## src/rtl/mem_rr_arbiter.sv

```systemverilog
// Round-robin arbiter/sequencer sharing one single-ported memory among N_REQ
// requesters: latches one command, holds it until mem_ack, then pulses resp.
module mem_rr_arbiter #(
  parameter int N_REQ  = 4,
  parameter int ADDR_W = 14,
  parameter int DATA_W = 16,
  parameter int IDX_W  = $clog2(N_REQ)
) (
  input  logic                      clk,
  input  logic                      reset,
  input  logic [N_REQ-1:0]          req,
  input  logic [N_REQ-1:0]          we,
  input  logic [N_REQ*ADDR_W-1:0]   addr,
  input  logic [N_REQ*DATA_W-1:0]   wdata,
  output logic [N_REQ-1:0]          resp,
  output logic [N_REQ*DATA_W-1:0]   rdata,
  output logic                      mem_req,
  output logic                      mem_we,
  output logic [ADDR_W-1:0]         mem_addr,
  output logic [DATA_W-1:0]         mem_wdata,
  input  logic                      mem_ack,
  input  logic [DATA_W-1:0]         mem_rdata,
  output logic                      busy,
  output logic [IDX_W-1:0]          grant_id
);

  typedef enum logic [1:0] {IDLE, ISSUE, RESP} state_t;

  state_t              state, state_nxt;
  logic [IDX_W-1:0]    rr_ptr;
  logic                cmd_we;
  logic [ADDR_W-1:0]   cmd_addr;
  logic [DATA_W-1:0]   cmd_wdata;

  logic                found;
  logic [IDX_W-1:0]    sel;
  logic                sel_we;
  logic [ADDR_W-1:0]   sel_addr;
  logic [DATA_W-1:0]   sel_wdata;
  logic [IDX_W:0]      cand;

  // Scan rr_ptr, rr_ptr+1, ... mod N_REQ; the inner loop keeps all indices constant.
  always_comb begin
    found     = 1'b0;
    sel       = '0;
    sel_we    = 1'b0;
    sel_addr  = '0;
    sel_wdata = '0;
    cand      = '0;
    for (int unsigned k = 0; k < N_REQ; k++) begin
      cand = {1'b0, rr_ptr} + (IDX_W+1)'(k);
      if (cand >= (IDX_W+1)'(N_REQ))
        cand = cand - (IDX_W+1)'(N_REQ);
      for (int unsigned j = 0; j < N_REQ; j++) begin
        if (!found && req[j] && (cand == (IDX_W+1)'(j))) begin
          found     = 1'b1;
          sel       = IDX_W'(j);
          sel_we    = we[j];
          sel_addr  = addr[j*ADDR_W +: ADDR_W];
          sel_wdata = wdata[j*DATA_W +: DATA_W];
        end
      end
    end
  end

  always_comb begin
    state_nxt = state;
    case (state)
      IDLE:    if (found)   state_nxt = ISSUE;
      ISSUE:   if (mem_ack) state_nxt = RESP;
      RESP:    state_nxt = IDLE;
      default: state_nxt = IDLE;
    endcase
  end

  always_ff @(posedge clk) begin
    if (reset) state <= IDLE;
    else       state <= state_nxt;
  end

  always_ff @(posedge clk) begin
    if (reset) begin
      rr_ptr    <= '0;
      grant_id  <= '0;
      cmd_we    <= 1'b0;
      cmd_addr  <= '0;
      cmd_wdata <= '0;
      rdata     <= '0;
    end else begin
      if (state == IDLE && found) begin
        grant_id  <= sel;
        cmd_we    <= sel_we;
        cmd_addr  <= sel_addr;
        cmd_wdata <= sel_wdata;
      end
      if (state == ISSUE && mem_ack && !cmd_we) begin
        for (int unsigned i = 0; i < N_REQ; i++)
          if (grant_id == IDX_W'(i))
            rdata[i*DATA_W +: DATA_W] <= mem_rdata;
      end
      if (state == RESP)
        rr_ptr <= (grant_id == IDX_W'(N_REQ-1)) ? '0 : grant_id + 1'b1;
    end
  end

  always_comb begin
    resp = '0;
    for (int unsigned i = 0; i < N_REQ; i++)
      resp[i] = (state == RESP) && (grant_id == IDX_W'(i));
  end

  assign mem_req   = (state == ISSUE);
  assign mem_we    = cmd_we;
  assign mem_addr  = cmd_addr;
  assign mem_wdata = cmd_wdata;
  assign busy      = (state != IDLE);

endmodule

```

## config.mk

```make
export PLATFORM = sky130hd
export DESIGN_NAME = mem_rr_arbiter
export DESIGN_NICKNAME = d
export VERILOG_FILES = /design/src/rtl/mem_rr_arbiter.sv
export SDC_FILE = /design/constraint.sdc
export NUM_CORES = 1
export LEC_CHECK = 0
export BUFFER_PORTS_ARGS = -buffer_cell sky130_fd_sc_hd__buf_4
export CAP_MARGIN = 40
export CORE_MARGIN = 1
export CORE_UTILIZATION = 51
export CTS_CLUSTER_SIZE = 25
export DETAILED_ROUTE_END_ITERATION = 8
export GPL_ROUTABILITY_DRIVEN = 0
export PLACE_DENSITY = 0.81
export SLEW_MARGIN = 10
export SYNTH_ARGS = -nofsm -noshare
export SYNTH_HDL_FRONTEND = slang
export SYNTH_SLANG_ARGS = --single-unit
```

## constraint.sdc

```tcl
create_clock -name clk -period 2.7 [get_ports clk]
set_input_delay 0.405 -clock clk [delete_from_list [all_inputs] [get_ports clk]]
set_output_delay 0.405 -clock clk [all_outputs]
set_load 0.01 [all_outputs]
```

# Yosys cells after proc, flatten, opt, wreduce, memory -nomap -nowiden
# Index checks and enable logic that the tools add are counted.
# totals
reg_bits	101
latch_bits	0
mem_bits_rw	0
romBits	0
input_bits	147
out_inout_bits	103
word_cells	194
n_memories	0
# op_classes
n_addsub	8
mul	0
div	0
order_cmp	4
n_eq_ne	19
shifts	0
n_mux	87
n_bitwise	0
reduce_logical	66
# op_table
cell	count
16-bit 2-to-1 mux	16
14-bit 2-to-1 mux	16
1-bit logical AND	38
2-bit 2-to-1 mux	17
1-bit 2-to-1 mux	33
3-bit by 2-bit == test with 1-bit output, second input constant	8
1-bit logical NOT	16
3-bit by 1-bit == test with 1-bit output, second input constant	4
3-bit logical NOT	4
3-bit 2-to-1 mux	4
2-bit AND reduction	5
3-bit greater-or-equal comparator, second input constant	3
3-bit subtractor, second input constant	3
2-bit by 2-bit adder with 3-bit output, second input constant	2
2-bit == test, second input constant	3
2-bit by 1-bit == test with 1-bit output, second input constant	2
2-bit logical NOT	2
2-bit case mux with 2 select lines	1
2-bit by 1-bit adder with 3-bit output, second input constant	1
2-bit by 3-bit greater-or-equal comparator with 1-bit output, second input constant	1
2-bit by 3-bit subtractor with 3-bit output, second input constant	1
2-bit by 1-bit adder with 2-bit output, second input constant	1
2-bit by 1-bit inequality test with 1-bit output, second input constant	1
2-bit inequality test, second input constant	1
2-bit nonzero test	1

# Depth between registers and ports, before layout
# logic_depth
ltp_word	67
mapped_depth	10
depth_no_buf	6

# Worst setup path after synthesis
# No wires, ideal clock.
# synth_timing
path_kind	input -> register
startpoint	input port req[3]
endpoint	register cmd_addr[3] (netlist: mem_addr[3])
setup_time_ns	0.120
arrival_ns	1.880
t_required_ns	2.580
path_slack_ns	0.701
path_stages	9
path_buffers	3
cell_sequence	buf_2 > and2_1 > buf_6 > buf_6 > a221oi_2 > nor2_1 > a2111oi_4 > nor3_1 > a211o_1
# synth_between
elab_chain_cells	52
word_cells_on_any_way	65
classes_between	26 x mux; 39 x reduce/logical
# synth_lines
element	line_no	source
from (decl)	11	input logic [N_REQ-1:0] req,
1-bit logical AND (2 in series)	55	if (!found && req[j] && (cand == (IDX_W+1)'(j))) begin
1-bit 2-to-1 mux	55	
1-bit logical NOT	55	
1-bit logical AND (2 in series)	55	
1-bit 2-to-1 mux	55	
1-bit logical NOT	55	
1-bit logical AND (2 in series)	55	
1-bit 2-to-1 mux	55	
(+31 left out)	n/a	
1-bit 2-to-1 mux	55	
1-bit logical NOT	55	
1-bit logical AND (2 in series)	55	
1-bit 2-to-1 mux	55	
1-bit logical NOT	55	
1-bit logical AND (2 in series)	55	
1-bit 2-to-1 mux	55	
1-bit logical AND	90	if (state == IDLE && found) begin
to (signal assigned)	93	cmd_addr <= sel_addr;
to (decl)	32	logic [ADDR_W-1:0] cmd_addr;
# Parallel ways exist; a longest one is shown, timed or not.
# A chain may end at the register's enable or synchronous reset.

# Worst setup path after layout
# layout_timing
startpoint	register rr_ptr[0]
endpoint	register cmd_addr[12] (netlist: mem_addr[12])
# layout_between
elab_chain_cells	66
word_cells_on_any_way	110
classes_between	7 x add/sub; 4 x order compare; 12 x eq/ne; 36 x mux; 51 x reduce/logical
# layout_lines
element	line_no	source
from (decl)	30	logic [IDX_W-1:0] rr_ptr;
from (signal assigned)	102	rr_ptr <= (grant_id == IDX_W'(N_REQ-1)) ? '0 : grant_id + 1'b1;
2-bit by 3-bit subtractor with 3-bit output / 2-bit by 3-bit greater-or-equal comparator with 1-bit output (equally long branches)	53, 52	
3-bit 2-to-1 mux	52	if (cand >= (IDX_W+1)'(N_REQ))
3-bit logical NOT	55	
1-bit logical AND	55	
1-bit 2-to-1 mux	55	
1-bit logical NOT	55	
1-bit logical AND (2 in series)	55	
1-bit 2-to-1 mux	55	
(+47 left out)	n/a	
1-bit 2-to-1 mux	55	
1-bit logical NOT	55	
1-bit logical AND (2 in series)	55	
1-bit 2-to-1 mux	55	
1-bit logical NOT	55	
1-bit logical AND (2 in series)	55	
1-bit 2-to-1 mux	55	
1-bit logical AND	90	
# Parallel ways exist; a longest one is shown, timed or not.

==> run metrics <==
status completed; Avg Inst Size Synth 7.401 um^2; Initial DRT Pass Iterations 9; CP Capture Type flop; Remaining Overflow, GRT 0; I/O pin cnt 250; cell row count 42; hold buffer count at cts 0; fin crit share 92.47%; post-CTS sizing 0; initial core utilization 52.98%; setup TNS 0 ns; Fin. Hold Viols 0; number of diodes 0; standby leakage power 3.850 nW; max cap viols 0; Yosys Warn Count 0; ys flop type dfxtp_1; area of the core 13450 um^2; CP Class flop to flop; Synth top area share 28.37%; RR Startpoint rr_ptr[0]; total wire length 27370 um; Peak VDD IR 0.2772 mV; Area Growth Syn to Fin 32.22%; P per Cell Area 426.4 nW/um^2; Yosys top cell by area dfxtp_1; Synth Register Bits 101; clk sinks 101; worst hold margin 0.2716 ns; worst endpoint required time 3.01 ns; register area share after synthesis 28.37%; Port-buffer cells 249; Period minus WS final 2.497 ns; root buffer cell clkbuf_16; worst hold-check path type input port to flop; Crit Path Max Fanout 23; Critical Path Source Type flop; vias in the first global route 8308; post-detail-place hpwl 18830 um; Remaining DRCs 0; Synth area leaders dfxtp_1, nand2_1, a21oi_1; fmax 0.4005 GHz; layout net count 1323; EDFF count, synth 0; total CTS buffers 9; fraction of layout cells with a size suffix above 1 28.21%; routed vias/inst 6.761; Crit. Startpoint rr_ptr[0]; clk_lat worst skew 0.36 ns; Final Setup Violations 0; post-layout util 70.04%; clock skew 0.008145 ns; Total GRT Usage 36.86%; Slew Viols, Final 0; antenna violations before repair 0; hold_sp reset; CP Data Arrival Time 2.81 ns; largest net degree at the start of global routing 72; Syn Std Cell Area 7127 um^2; Mapped Nets 1114; initial DRC count 1554; Clock transition at path regs 0.08 ns; die width 120.2 um; asr flop ratio synth 0%; via count 9148; Worst Tran Pin Value 0.7214 ns; RSZ-0062 raised after global routing false; depth of the CTS H-tree 3; Syn Inst Count 963; final antenna-violating net count 0; most common cell in the netlist nand2_1; synth cell count leaders nand2_1, a21oi_1, dfxtp_1, nor2_1, nand3_1; die area 14450 um^2; first-pass GRT wire length 43180 um; Die Height 120.2 um; CTS tree done; Fillers 1164; number of post-CTS setup repair buffers 0; Max clock buf depth 2; slew margin rel. 51.90%; WL/cell 20.23 um; post-synth cell types 68
power breakdown:
part	internal [mW]	switching (mW)	leakage (nW)
sequential	1.57	0.0561	0.821
clock	0.642	0.665	0.132
combinational	0.509	0.574	2.90
total	2.72	1.30	3.85
worst max-delay path: stages, from the launching register on:
cell,delay (ns)
dfxtp_1,0.77
nor2_1,0.14
and3_1,0.28
buf_4,0.20
nor2_1,0.09
buf_4,0.31
o21ai_0,0.11
o311ai_0,0.36
a22o_1,0.18
stage by stage:
step	std cells	setup slack, ns	cell area (um^2)	total power [mW]
floorplan	963	0.7007	7127	2.191
global placement	1337	0.3862	9139	2.704
detailed placement	1337	0.2701	9139	2.717
CTS	1353	0.2727	9423	4.007
global route	1353	0.08140	9423	4.191
finish	1353	0.2032	9423	4.018
layout by cell type (no fill, tap or decap), drive strengths merged, types with 8 or more instances in the layout:
cell type	n
buf	293
nand2	184
a21oi	101
dfxtp	101
nor2	64
nand3	46
a221oi	45
o21ai	34
o22ai	31
a22oi	28
a22o	22
a222oi	20
o221ai	20
a221o	14
o311ai	13
a21o	12
and2	10
and3	9
o21a	9
nor3	9
clkbuf	9
o211ai	8
routing by layer:
metal | vias to the layer above | track usage, % | share of wire (%)
li1 | 4116 | - | -
met1 | 4248 | 49.16 | 40
met2 | 694 | 57.65 | 45
met3 | 90 | 7.877 | 11
met4 | 0 | 15.12 | 3.2
met5 | - | 0 | 0
sequential cells by signal (all words and copies together), names as in the netlist:
name       flops
grant_id       2
rdata         64
mem_we         1
mem_addr      14
mem_wdata     16
state          2
rr_ptr         2
worst paths after layout:
check	slack (ns)	cells after the start	end
max reg2reg	0.20	8	mem_addr[12]
min reg2reg	0.46	2	rdata[4]
max	0.20	8	mem_addr[12]
min	0.27	2	mem_we
layout make-up:
cell class | instances | area [um^2] | share of cell area (%)
repair buffers | 293 | 2225 | 23.61
clock buffers | 9 | 225.2 | 2.390
multi-input cells | 763 | 4657 | 49.42
clock inverters | 7 | 58.81 | 0.6241
flip-flops and latches | 101 | 2022 | 21.46
well taps | 176 | 220.2 | 2.337
inverters | 4 | 15.01 | 0.1593
kinds of logic after synthesis:
| logic type | after synthesis | share of synthesized area, % |
|---|---|---|
| simple gates | 373 | 24.86 |
| compound gates | 385 | 39.41 |
| mux | 1 | 0.1405 |
| buf+inv | 99 | 6.513 |
| fa+ha+maj | 4 | 0.7023 |
| flops | 101 | 28.37 |
Note: power is estimated with default switching activity, not from simulation.
